==> config.mk <==
export PLATFORM = sky130hd
export DESIGN_NAME = uart_tx_byte
export DESIGN_NICKNAME = d
export VERILOG_FILES = /design/src/rtl/uart_pkg.sv /design/src/rtl/uart_baud_counter.sv /design/src/rtl/uart_tx_byte.sv
export SDC_FILE = /design/constraint.sdc
export NUM_CORES = 1
export LEC_CHECK = 0
export BUFFER_PORTS_ARGS = -buffer_cell sky130_fd_sc_hd__buf_4
export CAP_MARGIN = 20
export CORE_UTILIZATION = 61
export DETAILED_ROUTE_END_ITERATION = 10
export GPL_ROUTABILITY_DRIVEN = 0
export GPL_TIMING_DRIVEN = 1
export PLACE_DENSITY = 0.82
export SLEW_MARGIN = 20
export SYNTH_ARGS = -nofsm -noshare
export SYNTH_HDL_FRONTEND = slang
export SYNTH_SLANG_ARGS = --single-unit
==> constraint.sdc <==
create_clock -name clk -period 5.1 [get_ports clk]
set_input_delay 1.02 -clock clk [delete_from_list [all_inputs] [get_ports clk]]
set_output_delay 1.02 -clock clk [all_outputs]
set_load 0.02 [all_outputs]
==> src/rtl/uart_pkg.sv <==
//==============================================================================
// uart_pkg : shared types and line-level constants for the 8N1 byte transmitter
// Revision : 1.0
//==============================================================================
`timescale 1ns/1ps
`default_nettype none

package uart_pkg;

   typedef enum logic [1:0] {
      IDLE  = 2'd0,
      START = 2'd1,
      DATA  = 2'd2,
      STOP  = 2'd3
   } uart_state_e;

   localparam int   DATA_BITS = 8;
   localparam logic START_BIT = 1'b0;
   localparam logic STOP_BIT  = 1'b1;
   localparam logic LINE_IDLE = 1'b1;

endpackage

`default_nettype wire

==> src/rtl/uart_baud_counter.sv <==
//==============================================================================
// uart_baud_counter : bit-period timer, registered bit_end pulse on the last
//                     clock of each CLKS_PER_BIT period
// Revision : 1.0
//==============================================================================
`timescale 1ns/1ps
`default_nettype none

module uart_baud_counter #(
   parameter int CLKS_PER_BIT = 868
) (
   input  logic clk,
   input  logic rst_n,
   input  logic clear,
   output logic bit_end
);

   localparam int               CNT_W      = (CLKS_PER_BIT > 1) ? $clog2(CLKS_PER_BIT) : 1;
   localparam logic [CNT_W-1:0] LAST_COUNT = CNT_W'(CLKS_PER_BIT - 1);

   logic [CNT_W-1:0] count_q;
   logic [CNT_W-1:0] count_d;
   logic             bit_end_q;
   logic             bit_end_d;

   // bit_end is computed from the next count so the registered pulse lines
   // up exactly with the cycle in which count_q holds the last value.
   always_comb begin
      count_d = count_q + CNT_W'(1);
      if (clear || (count_q == LAST_COUNT)) begin
         count_d = '0;
      end
      bit_end_d = (count_d == LAST_COUNT);
   end

   always_ff @(posedge clk or negedge rst_n) begin
      if (!rst_n) begin
         count_q   <= '0;
         bit_end_q <= 1'b0;
      end else begin
         count_q   <= count_d;
         bit_end_q <= bit_end_d;
      end
   end

   assign bit_end = bit_end_q;

endmodule

`default_nettype wire

==> src/rtl/uart_tx_byte.sv <==
//==============================================================================
// uart_tx_byte : single-byte 8N1 UART transmitter with busy/done handshake
// Revision : 1.0
//==============================================================================
`timescale 1ns/1ps
`default_nettype none

module uart_tx_byte
   import uart_pkg::*;
#(
   parameter int CLKS_PER_BIT = 868
) (
   input  logic       clk,
   input  logic       rst_n,
   input  logic       data_valid,
   input  logic [7:0] data_in,
   output logic       tx,
   output logic       active,
   output logic       done
);

   localparam int                 IDX_W    = $clog2(DATA_BITS);
   localparam logic [IDX_W-1:0]   LAST_BIT = IDX_W'(DATA_BITS - 1);

   uart_state_e          state_q;
   uart_state_e          state_d;
   logic [DATA_BITS-1:0] shift_q;
   logic [DATA_BITS-1:0] shift_d;
   logic [IDX_W-1:0]     bit_idx_q;
   logic [IDX_W-1:0]     bit_idx_d;
   logic                 tx_q;
   logic                 tx_d;
   logic                 active_q;
   logic                 active_d;
   logic                 done_q;
   logic                 done_d;

   logic                 bit_end;
   logic                 accept;
   logic                 baud_clear;

   // Strobes while a frame is in flight never reach the shift register.
   assign accept     = (state_q == IDLE) && data_valid;
   assign baud_clear = accept || bit_end;

   uart_baud_counter #(
      .CLKS_PER_BIT (CLKS_PER_BIT)
   ) u_baud (
      .clk     (clk),
      .rst_n   (rst_n),
      .clear   (baud_clear),
      .bit_end (bit_end)
   );

   always_comb begin
      state_d   = state_q;
      shift_d   = shift_q;
      bit_idx_d = bit_idx_q;
      tx_d      = tx_q;
      active_d  = active_q;
      done_d    = 1'b0;

      case (state_q)
         IDLE: begin
            tx_d     = LINE_IDLE;
            active_d = 1'b0;
            if (accept) begin
               shift_d  = data_in;
               tx_d     = START_BIT;
               active_d = 1'b1;
               state_d  = START;
            end
         end
         START: begin
            if (bit_end) begin
               tx_d      = shift_q[0];
               bit_idx_d = '0;
               state_d   = DATA;
            end
         end
         DATA: begin
            if (bit_end) begin
               if (bit_idx_q == LAST_BIT) begin
                  tx_d    = STOP_BIT;
                  state_d = STOP;
               end else begin
                  shift_d   = shift_q >> 1;
                  tx_d      = shift_q[1];
                  bit_idx_d = bit_idx_q + IDX_W'(1);
               end
            end
         end
         STOP: begin
            if (bit_end) begin
               active_d = 1'b0;
               done_d   = 1'b1;
               state_d  = IDLE;
            end
         end
         default: begin
            tx_d     = LINE_IDLE;
            active_d = 1'b0;
            state_d  = IDLE;
         end
      endcase
   end

   always_ff @(posedge clk or negedge rst_n) begin
      if (!rst_n) begin
         state_q   <= IDLE;
         shift_q   <= '0;
         bit_idx_q <= '0;
         tx_q      <= LINE_IDLE;
         active_q  <= 1'b0;
         done_q    <= 1'b0;
      end else begin
         state_q   <= state_d;
         shift_q   <= shift_d;
         bit_idx_q <= bit_idx_d;
         tx_q      <= tx_d;
         active_q  <= active_d;
         done_q    <= done_d;
      end
   end

   assign tx     = tx_q;
   assign active = active_q;
   assign done   = done_q;

endmodule

`default_nettype wire

==> results.py, run 1 <==
metrics = {
    "timing": {
        "worst_pin_slew_ps": 866.4,
        "setup_tns_ps": 0,
        "final_period_minus_worst_setup_slack_ps": 2507,
        "slew_headroom_pct": 42.13,
        "max_clock_freq_ghz": 0.3989,
        "number_of_endpoints_with_negative_hold_slack_in_the_final_report": 0,
        "timing.final.ws_setup_ps": 2593,
        "report.final.setup_viol": 0,
        "timing.clock.skew_ps": 3.389,
        "maxSlewViolCount": 0,
        "period_share_pct": 49.16,
        "rsz_0062_raised_after_global_routing": "false",
    },
    "die": {
        "rows": 16,
        "io_pins": 14,
        "dieWidth_um": 49.93,
        "fp.dieArea_mm2": 0.002493,
        "floorplan.core_area_mm2": 0.002062,
        "start_util_pct": 67.96,
        "chipHeight_um": 49.93,
    },
    "logic_synthesis": {
        "synth-xor-area-share_pct": 4.375,
        "seq_area_frac_synth_pct": 48.30,
        "syn-mean-instance-area_um2": 10.30,
        "syn_area_mm2": 0.001401,
        "synth_area_leaders": "sky130_fd_sc_hd__dfrtp_1 46%, sky130_fd_sc_hd__ha_1 8.0%, sky130_fd_sc_hd__mux2i_1 6.4%, sky130_fd_sc_hd__nor2_1 5.4%, sky130_fd_sc_hd__a21oi_1 3.2%",
        "netlist.top_cell.by_area": "sky130_fd_sc_hd__dfrtp_1",
        "synth_compound_area_share_pct": 12.32,
        "yosys-mux-area-fraction_pct": 7.232,
        "synth_async_sr_flop_share_pct": 100.0,
        "instance_count_of_the_mapped_netlist": 136,
        "synth-main-ff-cell": "sky130_fd_sc_hd__dfrtp_1",
        "synth-edff-count": 0,
        "synth_most_common_cell": "sky130_fd_sc_hd__dfrtp_1",
        "yosys.area_share.simple_pct": 17.50,
        "synth.ff_latch_count": 27,
        "yosysTopAreaCellShare_pct": 46.43,
        "yosys_warnings": 0,
        "netlist_cell_types": 33,
        "synth_fp_nets": 156,
        "combinational_family_with_the_most_area_after_synthesis": "simple AND/OR/NAND/NOR gates",
        "yosys.area_share.adder_pct": 8.036,
        "list_of_most_frequent_post_synthesis_cells": "26 x sky130_fd_sc_hd__dfrtp_1, 20 x sky130_fd_sc_hd__nor2_1, 9 x sky130_fd_sc_hd__a21oi_1, 9 x sky130_fd_sc_hd__ha_1, 9 x sky130_fd_sc_hd__mux2i_1",
    },
    "detailed_routing": {
        "detailroute.via_count": 996,
        "routedLengthMet1_um": 1273,
        "drt_wl_total_um": 2600,
        "ant_nets": 0,
        "highest-signal-layer": "met4",
        "drt-pass1-iter-count": 4,
        "met3RoutedLength_um": 82,
        "wire_per_inst_um": 14.69,
        "avgViaCountPerCell": 5.627,
        "route.detailed.drc": 0,
        "dr_wl_met2_um": 1209,
        "drtIter0Drc": 18,
    },
    "placement": {
        "postPlaceCellArea_mm2": 0.001520,
        "place_hpwl_um": 1921,
        "number_of_placed_cells_counting_well_taps": 173,
        "buffer_ports.inserted": 13,
        "placement_setup_slack_ps": 2654,
    },
    "cts": {
        "cts_repair_resize_count": 0,
        "h-tree-depth": 1,
        "clkSlewWorstSetupHoldPaths_ps": 140,
        "clock_sink_count": 27,
        "ctsLongestPathBuffers": 2,
        "number_of_buffers_created_by_cts": 3,
        "cts-hold-fix-buffers": 0,
        "cts_setup_buffers": 0,
        "cts_root_buffer": "sky130_fd_sc_hd__clkbuf_4",
        "insertion_delay_ps": 330,
        "tritoncts": "yes",
    },
    "finish": {
        "layout.cell_area.non_filler_mm2": 0.001548,
        "filler_cell_count": 154,
        "syn2layout_area_growth_pct": 10.45,
        "final_net_count": 171,
        "stdcell_count": 177,
        "ff_latch_area_um2": 676.9,
        "n_diodes": 0,
        "final_layout_size_suffix_gt1_share_pct": 15.33,
        "multi_input_comb_area_um2": 693.2,
    },
    "critical_path": {
        "worstSetupStartpointType": "flop",
        "crit_path_max_fanout": 19,
        "critPathCaptureType": "flop",
        "crit_required_ps": 5350,
        "worstPathBufferInverterCount": 1,
        "cp_top_family": "compound AO/OA/AOI/OAI gates",
        "critPathSlowestCell": "sky130_fd_sc_hd__a211oi_2",
        "critical_path.cell_chain": "inv_1 -> ha_1 -> nor2_1 -> a211oi_2 -> nand3b_1 -> o21ai_0",
        "worst_endpoint_data_arrival_time_ps": 2760,
        "critPathMaxStageDelay_ps": 760,
        "timing.setup.critical_path_class": "flop to flop",
    },
    "status": {
        "outcome": "finished, final reports clean",
    },
    "worst_hold_path": {
        "min-delay-path-class": "flop to flop",
    },
    "job": {
        "cap_violations": 0,
    },
    "global_route": {
        "grt_pass1_vias": 1026,
        "grt_use_total_pct": 24.57,
        "grt_antenna_before_repair": 0,
        "overflow": 0,
        "grt_start_max_net_pins": 28,
        "global_route_wire_length_before_repair_um": 4526,
    },
    "power": {
        "p_leak_nw": 0.6854,
        "powerDensity_mw_per_mm2": 211.9,
        "ir_worst_vdd_mv": 0.2001,
    },
}
-- layer usage --
metal	global-route usage (%)	vias up
li1	-	505
met1	32.79	466
met2	40.77	21
met3	3.086	4
met4	9.048	0
met5	0	-
-- per-stage QoR --
step                hold WS (ps)  utilization (%)  power (W)
floorplan                  452.7                -  0.0002275
global placement           472.8            73.73  0.0002383
detailed placement         492.2            73.73  0.0002394
CTS                        512.3            75.06  0.0003287
global route               530.2            75.06  0.0003371
finish                     511.2            75.06  0.0003280
-- path summary, 6_finish.rpt --
check	startpoint	endpoint	slack, ps	cells after the start
worst min register to register	u_baud.count_q[0]	u_baud.count_q[0]	510	1
max in group asynchronous	rst_n	tx	4230	1
worst max-delay path	state_q[0]	shift_q[7]	2590	6
worst min-delay path	u_baud.count_q[0]	u_baud.count_q[0]	510	1
min in group asynchronous	rst_n	bit_idx_q[1]	570	1
worst max register to register	state_q[0]	shift_q[7]	2590	6
-- cell families (layout without fill, tap and decap cells) --
| kind of cell | count (synthesis) | count (layout) |
|---|---|---|
| xor gates and xnor gates | 7 | 7 |
| and+or+nand+nor | 48 | 48 |
| muxes | 10 | 10 |
| buffers and inverters | 8 | 22 |
| DFF | 27 | 27 |
| AOI/OAI and AO/OA | 27 | 27 |
| adders and majority gates | 9 | 9 |
-- where the power goes --
part           leakage (nW)  total [W]  internal [W]  switching (W)
registers             0.330   0.000219      0.000217     0.00000195
clock network        0.0177  0.0000930     0.0000294      0.0000635
logic                 0.337  0.0000157    0.00000768     0.00000801
-- worst reg2reg max path: cells and delay by family (launching register included) --
| kind | cells | cell delay, ps |
|---|---|---|
| DFF | 1 | 440 |
| AOI/OAI and AO/OA | 2 | 870 |
| adders and majority gates | 1 | 690 |
| buffers and inverters | 1 | 140 |
| and+or+nand+nor | 2 | 300 |
-- sequential cells by signal (all words and copies together) (netlist names) --
name / flops
bit_idx_q: 3
u_baud.bit_end: 1
state_q: 2
active: 1
shift_q: 8
tx: 1
done: 1
u_baud.count_q: 10
-- cells in the final DEF, fill, tap and decap left out --
cell type / netlist / layout
sky130_fd_sc_hd__a211oi_2: 1 / 1
sky130_fd_sc_hd__xnor2_1: 3 / 3
sky130_fd_sc_hd__or4b_4: 1 / 1
sky130_fd_sc_hd__mux2_2: 1 / 1
sky130_fd_sc_hd__a21oi_1: 9 / 9
sky130_fd_sc_hd__nor2b_1: 2 / 2
sky130_fd_sc_hd__o211a_1: 1 / 1
sky130_fd_sc_hd__or4_4: 1 / 1
sky130_fd_sc_hd__clkinv_2: 0 / 1
sky130_fd_sc_hd__o22ai_1: 1 / 1
sky130_fd_sc_hd__and4_1: 1 / 1
sky130_fd_sc_hd__o21a_1: 1 / 1
sky130_fd_sc_hd__nand4_1: 2 / 2
sky130_fd_sc_hd__o21ai_0: 8 / 8
sky130_fd_sc_hd__xor2_1: 4 / 4
sky130_fd_sc_hd__nor4_1: 1 / 1
sky130_fd_sc_hd__and2_1: 1 / 1
sky130_fd_sc_hd__nor4b_1: 1 / 1
sky130_fd_sc_hd__nand2b_1: 1 / 1
sky130_fd_sc_hd__mux2i_1: 9 / 9
sky130_fd_sc_hd__dfrtp_1: 26 / 26
sky130_fd_sc_hd__inv_1: 5 / 5
sky130_fd_sc_hd__nor3_1: 4 / 4
sky130_fd_sc_hd__o31ai_1: 1 / 1
sky130_fd_sc_hd__nand3b_1: 1 / 1
sky130_fd_sc_hd__nand3_1: 3 / 3
sky130_fd_sc_hd__ha_1: 9 / 9
sky130_fd_sc_hd__dfstp_2: 1 / 1
sky130_fd_sc_hd__nand2_4: 1 / 1
sky130_fd_sc_hd__clkbuf_4: 0 / 3
sky130_fd_sc_hd__nand2_1: 8 / 8
sky130_fd_sc_hd__buf_4: 0 / 13
sky130_fd_sc_hd__a22o_1: 5 / 5
sky130_fd_sc_hd__nor2_1: 20 / 20
-- final cells by class --
type                            count  area share (%)
Clock buffer                        3           1.455
Clock inverter                      1          0.3234
Inverter                            5           1.213
Multi-Input combinational cell    101           44.79
Sequential cell                    27           43.73
Tap cell                           27           2.183
Timing Repair Buffer               13           6.306
Power figures use the tool's default switching activity.
==> run 2: changes to the inputs <==
--- a/config.mk
+++ b/config.mk
@@ -7,11 +7,11 @@
 export LEC_CHECK = 0
 export BUFFER_PORTS_ARGS = -buffer_cell sky130_fd_sc_hd__buf_4
 export CAP_MARGIN = 20
-export CORE_UTILIZATION = 61
+export CORE_UTILIZATION = 57
 export DETAILED_ROUTE_END_ITERATION = 10
 export GPL_ROUTABILITY_DRIVEN = 0
 export GPL_TIMING_DRIVEN = 1
-export PLACE_DENSITY = 0.82
+export PLACE_DENSITY = 0.77
 export SLEW_MARGIN = 20
 export SYNTH_ARGS = -nofsm -noshare
 export SYNTH_HDL_FRONTEND = slang
==> constraint.sdc (replaced) <==
create_clock -name clk -period 2.6 [get_ports clk]
set_input_delay 0.52 -clock clk [delete_from_list [all_inputs] [get_ports clk]]
set_output_delay 0.52 -clock clk [all_outputs]
set_load 0.02 [all_outputs]
==> run 2 against run 1 <==
Net effect:
- via count is 4.7% higher
- power is 99% higher
- register-to-register slack worse by 1900 ps
- worst setup slack worse by 1900 ps
- combinational power is 97% higher
- die area is 6.7% higher
- flip-flop and latch count stayed put
- critical path depth is 2 lower
- non-clock buffer count is 2 higher
- sequential power is 96% higher
==> results.py, run 2 (synthesized netlist as in run 1, its figures left out) <==
metrics = {
    "status": {
        "outcome": "finished, final reports clean",
    },
    "cts": {
        "clock_sink_count": 27,
        "cts_root_buffer": "sky130_fd_sc_hd__clkbuf_4",
        "cts-hold-fix-buffers": 0,
        "cts_setup_buffers": 0,
        "insertion_delay_ps": 330,
        "clkSlewWorstSetupHoldPaths_ps": 150,
        "cts_repair_resize_count": 0,
        "h-tree-depth": 1,
        "tritoncts": "yes",
        "number_of_buffers_created_by_cts": 3,
        "ctsLongestPathBuffers": 2,
    },
    "global_route": {
        "grt_use_total_pct": 22.91,
        "overflow": 0,
        "grt_antenna_before_repair": 0,
        "global_route_wire_length_before_repair_um": 4498,
        "grt_pass1_vias": 1039,
        "grt_start_max_net_pins": 28,
    },
    "detailed_routing": {
        "route.detailed.drc": 0,
        "drt-pass1-iter-count": 4,
        "ant_nets": 0,
        "wire_per_inst_um": 14.04,
        "detailroute.via_count": 1043,
        "drtIter0Drc": 21,
        "avgViaCountPerCell": 5.794,
        "drt_wl_total_um": 2527,
    },
    "critical_path": {
        "timing.setup.critical_path_class": "flop to flop",
        "worst_endpoint_data_arrival_time_ps": 2100,
        "cp_launch_point": "u_baud.count_q[7]",
        "ff2ff_path_depth": 4,
        "crit_end": "u_baud.bit_end",
        "timing.critical_path.depth": 4,
        "cp_top_family": "simple AND/OR/NAND/NOR gates",
        "worstSetupStartpointType": "flop",
        "crit_path_max_fanout": 10,
        "worstPathBufferInverterCount": 0,
        "critPathCaptureType": "flop",
        "critPathMaxStageDelay_ps": 550,
        "crit_required_ps": 2830,
        "r2r_start": "u_baud.count_q[7]",
        "rrSetupSlack_ps": 740,
        "critPathSlowestCell": "sky130_fd_sc_hd__or4b_4",
        "destination_of_the_worst_register_to_register_timing_path": "u_baud.bit_end",
        "critical_path.cell_chain": "or4b_4 -> or4_4 -> nand2_4 -> nor4_1",
    },
    "finish": {
        "post-route-util_pct": 69.48,
        "final_layout_size_suffix_gt1_share_pct": 16.45,
        "most-common-layout-cells": "26 x sky130_fd_sc_hd__dfrtp_1, 20 x sky130_fd_sc_hd__nor2_1, 15 x sky130_fd_sc_hd__buf_4",
        "final_net_count": 173,
        "syn2layout_area_growth_pct": 11.79,
        "stdcell_count": 180,
        "layout.cell_area.non_filler_mm2": 0.001567,
        "top_register": "u_baud.count_q",
        "layout_commonest_cell": "sky130_fd_sc_hd__dfrtp_1",
        "n_diodes": 0,
        "reg_top3": "u_baud.count_q x10, shift_q x8, bit_idx_q x3",
        "number_of_flip_flops_in_the_largest_register": 10,
    },
    "timing": {
        "setup_tns_ps": 0,
        "worst_pin_slew_ps": 344.8,
        "maxSlewViolCount": 0,
        "max_clock_freq_ghz": 0.5372,
        "timing.clock.skew_ps": 4.871,
        "slew_headroom_pct": 76.77,
        "period_share_pct": 71.60,
        "timing.hold.ws_ps": 62.25,
        "final_period_minus_worst_setup_slack_ps": 1862,
        "report.final.setup_viol": 0,
        "rsz_0062_raised_after_global_routing": "false",
        "number_of_endpoints_with_negative_hold_slack_in_the_final_report": 0,
    },
    "power": {
        "powerDensity_mw_per_mm2": 415.7,
        "ir_worst_vdd_mv": 0.3502,
        "p_leak_nw": 0.6926,
    },
    "die": {
        "rows": 17,
        "fp.dieArea_mm2": 0.002661,
        "floorplan.core_area_mm2": 0.002255,
        "io_pins": 14,
        "chipHeight_um": 51.59,
        "dieWidth_um": 51.59,
        "start_util_pct": 62.15,
    },
    "placement": {
        "place_hpwl_um": 1823,
        "number_of_placed_cells_counting_well_taps": 176,
        "buffer_ports.inserted": 13,
        "postPlaceCellArea_mm2": 0.001536,
    },
    "worst_hold_path": {
        "min-delay-path-class": "input port to async pin",
    },
    "job": {
        "cap_violations": 0,
    },
}
## run 2: worst register-to-register path, cell delays in order, from the launching register on
cell and delay (ps):
sky130_fd_sc_hd__dfrtp_1 450, sky130_fd_sc_hd__or4b_4 550, sky130_fd_sc_hd__or4_4 550, sky130_fd_sc_hd__nand2_4 130
sky130_fd_sc_hd__nor4_1 70
## run 2: cell type report
type | instances | area [um2]
fillers | 179 | 688.2
well taps | 28 | 35.03
clock buffers | 3 | 22.52
repair buffers | 15 | 112.6
flip-flops and latches | 27 | 676.9
multi-input cells | 101 | 693.2
inverters | 5 | 18.77
clock inverters | 1 | 7.507
## run 2: worst min path at each step
stage | startpoint | endpoint | slack, ps | cells past startpoint
6_report | rst_n | bit_idx_q[1] | 60 | 1
5_1_grt | rst_n | done | 70 | 1
4_1_cts | rst_n | done | 70 | 1
3_5_place_dp | rst_n | bit_idx_q[2] | 450 | 1
3_3_place_gp | rst_n | bit_idx_q[1] | 440 | 1
2_1_floorplan | rst_n | active | 220 | 0
## run 2: per-layer routing
layer  vias up  wire, um  track usage, %
met5         -         0               0
met4         0        48           11.71
met3         5        86           4.094
met2        28      1193           37.23
met1       500      1199           29.17
li1        510         -               -
## run 2: where the power goes
part	switching [W]	internal (W)	total, W
combinational	0.0000159	0.0000151	0.0000310
clock	0.000131	0.0000590	0.000190
sequential	0.00000355	0.000426	0.000430
## run 2: through the flow
step                setup WS, ps  power (W)
finish                     738.5  0.0006512
global route               647.9  0.0006781
CTS                        738.3  0.0006590
detailed placement         760.9  0.0004697
global placement           796.2  0.0004676
floorplan                  709.3  0.0004462
==> run 3: changes to the inputs <==
--- a/config.mk
+++ b/config.mk
@@ -5,13 +5,14 @@
 export SDC_FILE = /design/constraint.sdc
 export NUM_CORES = 1
 export LEC_CHECK = 0
+export ABC_AREA = 1
 export BUFFER_PORTS_ARGS = -buffer_cell sky130_fd_sc_hd__buf_4
 export CAP_MARGIN = 20
-export CORE_UTILIZATION = 57
+export CORE_UTILIZATION = 52
 export DETAILED_ROUTE_END_ITERATION = 10
 export GPL_ROUTABILITY_DRIVEN = 0
 export GPL_TIMING_DRIVEN = 1
-export PLACE_DENSITY = 0.77
+export PLACE_DENSITY = 0.74
 export SLEW_MARGIN = 20
 export SYNTH_ARGS = -nofsm -noshare
 export SYNTH_HDL_FRONTEND = slang
==> constraint.sdc (replaced) <==
create_clock -name clk -period 1.7 [get_ports clk]
set_input_delay 0.34 -clock clk [delete_from_list [all_inputs] [get_ports clk]]
set_output_delay 0.34 -clock clk [all_outputs]
set_load 0.02 [all_outputs]
==> run 3 against run 2 <==
Net effect:
- hold slack gained 200 ps
- synthesized area grew 4.3%
- non-clock buffer count grew 6
- worst setup slack lost 640 ps
- combinational power grew to 44 times the previous value
- register-to-register slack lost 640 ps
- clock skew shrank 3.4 ps
- wire length grew 11%
- first-iteration DRC count shrank 29%
==> results.py, run 3 <==
metrics = {
    "critical_path": {
        "timing.setup.critical_path_class": "flop to flop",
        "critical_path.cell_chain": "ha_2 -> ha_2 -> nor2_4 -> nand2_2 -> a21oi_4 -> buf_12 -> nor2_1 -> a31oi_1",
        "timing.critical_path.depth": 8,
        "worst_endpoint_data_arrival_time_ps": 1860,
        "worstPathBufferInverterCount": 1,
        "crit_required_ps": 1950,
        "r2r_start": "bit_idx_q[0]",
        "critPathCaptureType": "flop",
        "critPathMaxStageDelay_ps": 420,
        "ff2ff_path_depth": 8,
        "crit_path_max_fanout": 8,
        "destination_of_the_worst_register_to_register_timing_path": "shift_q[6]",
        "worstSetupStartpointType": "flop",
        "path_common_cell": "sky130_fd_sc_hd__ha_2",
        "cp_top_family": "flip-flops",
        "rrSetupSlack_ps": 90,
        "critPathSlowestCell": "sky130_fd_sc_hd__dfrtp_1",
        "cp_launch_point": "bit_idx_q[0]",
        "crit_end": "shift_q[6]",
    },
    "power": {
        "powerDensity_mw_per_mm2": 1517,
        "p_leak_nw": 0.8395,
        "ir_worst_vdd_mv": 1.143,
    },
    "finish": {
        "n_diodes": 0,
        "layout_commonest_cell": "sky130_fd_sc_hd__nand2_1",
        "layout.cell_area.non_filler_mm2": 0.001733,
        "top_register": "u_baud.count_q",
        "filler_cell_count": 210,
        "final_net_count": 223,
        "final_layout_size_suffix_gt1_share_pct": 21.78,
        "reg_top3": "u_baud.count_q x10, shift_q x8, bit_idx_q x3",
        "most-common-layout-cells": "52 x sky130_fd_sc_hd__nand2_1, 25 x sky130_fd_sc_hd__dfrtp_1, 22 x sky130_fd_sc_hd__nor2_1, 18 x sky130_fd_sc_hd__buf_4, 16 x sky130_fd_sc_hd__inv_1",
        "syn2layout_area_growth_pct": 18.58,
        "number_of_flip_flops_in_the_largest_register": 10,
    },
    "cts": {
        "ctsLongestPathBuffers": 2,
        "clock_sink_count": 27,
        "tritoncts": "yes",
        "h-tree-depth": 1,
        "cts_root_buffer": "sky130_fd_sc_hd__clkbuf_4",
        "insertion_delay_ps": 320,
        "number_of_buffers_created_by_cts": 3,
        "clkSlewWorstSetupHoldPaths_ps": 140,
    },
    "detailed_routing": {
        "ant_nets": 0,
        "highest-signal-layer": "met4",
        "avgViaCountPerCell": 5.220,
        "routedLengthMet1_um": 1396,
        "wire_per_inst_um": 12.11,
        "drt-pass1-iter-count": 5,
        "met3RoutedLength_um": 130,
        "drtIter0Drc": 15,
        "detailroute.via_count": 1211,
        "drt_wl_total_um": 2810,
        "dr_wl_met2_um": 1265,
        "route.detailed.drc": 0,
    },
    "logic_synthesis": {
        "syn-mean-instance-area_um2": 8.164,
        "synth-edff-count": 0,
        "syn_area_mm2": 0.001461,
        "netlist_cell_types": 27,
        "synth_area_leaders": "sky130_fd_sc_hd__dfrtp_1 45%, sky130_fd_sc_hd__nand2_1 13%, sky130_fd_sc_hd__ha_1 7.7%, sky130_fd_sc_hd__nor2_1 5.9%, sky130_fd_sc_hd__inv_1 4.4%",
        "instance_count_of_the_mapped_netlist": 179,
        "synth.ff_latch_count": 27,
        "netlist.top_cell.by_area": "sky130_fd_sc_hd__dfrtp_1",
        "synth-main-ff-cell": "sky130_fd_sc_hd__dfrtp_1",
        "list_of_most_frequent_post_synthesis_cells": "52 x sky130_fd_sc_hd__nand2_1, 26 x sky130_fd_sc_hd__dfrtp_1, 23 x sky130_fd_sc_hd__nor2_1, 17 x sky130_fd_sc_hd__inv_1, 11 x sky130_fd_sc_hd__nand3_1",
        "synth_async_sr_flop_share_pct": 100.0,
        "seq_area_frac_synth_pct": 46.32,
        "yosys_warnings": 0,
        "synth_most_common_cell": "sky130_fd_sc_hd__nand2_1",
        "yosysTopAreaCellShare_pct": 44.52,
        "synth_fp_nets": 199,
    },
    "global_route": {
        "grt_start_max_net_pins": 28,
        "global_route_wire_length_before_repair_um": 4857,
        "grt_pass1_vias": 1161,
        "overflow": 0,
        "grt_antenna_before_repair": 0,
        "grt_use_total_pct": 22.58,
    },
    "timing": {
        "final_period_minus_worst_setup_slack_ps": 1606,
        "period_share_pct": 94.45,
        "max_clock_freq_ghz": 0.6228,
        "maxSlewViolCount": 0,
        "timing.hold.ws_ps": 263.4,
        "number_of_endpoints_with_negative_hold_slack_in_the_final_report": 0,
        "worst_pin_slew_ps": 336.5,
        "timing.clock.skew_ps": 1.505,
        "setup_tns_ps": 0,
        "report.final.setup_viol": 0,
        "slew_headroom_pct": 77.57,
    },
    "die": {
        "dieWidth_um": 55.02,
        "fp.dieArea_mm2": 0.003027,
        "start_util_pct": 56.92,
        "rows": 18,
        "io_pins": 14,
        "chipHeight_um": 55.02,
        "floorplan.core_area_mm2": 0.002567,
    },
    "placement": {
        "postPlaceCellArea_mm2": 0.001610,
        "buffer_ports.inserted": 13,
        "place_hpwl_um": 1980,
    },
    "job": {
        "cap_violations": 0,
    },
    "status": {
        "outcome": "finished, final reports clean",
    },
    "worst_hold_path": {
        "min-delay-path-class": "input port to flop",
    },
}
-- run 3: worst reg2reg max path, cell delays in order (launching register included) --
cell	delay [ps]
sky130_fd_sc_hd__dfrtp_1	420
sky130_fd_sc_hd__ha_2	190
sky130_fd_sc_hd__ha_2	190
sky130_fd_sc_hd__nor2_4	130
sky130_fd_sc_hd__nand2_2	90
sky130_fd_sc_hd__a21oi_4	210
sky130_fd_sc_hd__buf_12	150
sky130_fd_sc_hd__nor2_1	40
sky130_fd_sc_hd__a31oi_1	120
-- run 3: timing repair --
action | 4_1_cts | 5_1_grt
hold buffers | 1 | 0
gates cloned | 0 | 1
pin swaps | 1 | 2
hold endpoints to repair | 26 | 0
buffers inserted | 1 | 1
resized for setup | 0 | 10
endpoints found under the setup margin | 8 | 10
-- run 3: power by group --
group | internal (W) | switching, W
clock | 0.0000918 | 0.000182
sequential | 0.000848 | 0.000141
combinational | 0.000614 | 0.000753
total | 0.00155 | 0.00108
-- run 3: logic make-up (layout without fill, tap and decap cells) --
kind of cell               after synthesis  in the layout  synth area share (%)
buffers and inverters                   22             45                 6.249
AOI/OAI and AO/OA                       22             22                 10.19
adders and majority gates                9              9                 7.706
xor gates and xnor gates                 1              1                0.5994
and+or+nand+nor                         98             98                 28.94
DFF                                     27             27                 46.32
-- run 3: layer usage --
metal / track usage, % / vias to the layer above
li1: - / 628
met1: 30.82 / 545
met2: 35.34 / 36
met3: 3.825 / 2
met4: 9.167 / 0
met5: 0 / -
-- run 3: how the worst min path moves through the flow --
stage               slack, ps        from          to  cells after the start
floorplan                  40       rst_n      active                      0
global placement          270       rst_n  state_q[1]                      1
detailed placement        270       rst_n  state_q[1]                      1
CTS                       260  data_in[5]  shift_q[5]                      3
global route              270  data_in[0]  shift_q[0]                      3
finish                    260  data_in[7]  shift_q[7]                      3
-- run 3: final cells by class --
type                            count  area (um2)  area share, %
Multi-Input combinational cell    130       725.7          41.88
Sequential cell                    27       678.2          39.13
Timing Repair Buffer               21       190.2          10.97
Inverter                           20       75.07          4.332
Tap cell                           30       37.54          2.166
Clock buffer                        4       26.28          1.516
-- run 3: per-stage QoR --
stage	cells	power, W	util (%)	setup WS [ps]
3_5_place_dp	224	0.002118	62.72	-21.04
6_report	232	0.002630	67.50	94.30
5_1_grt	232	0.002885	67.50	-12.58
2_1_floorplan	179	0.001828	-	141.4
4_1_cts	230	0.002462	64.91	50.49
3_3_place_gp	224	0.002074	62.72	78.85
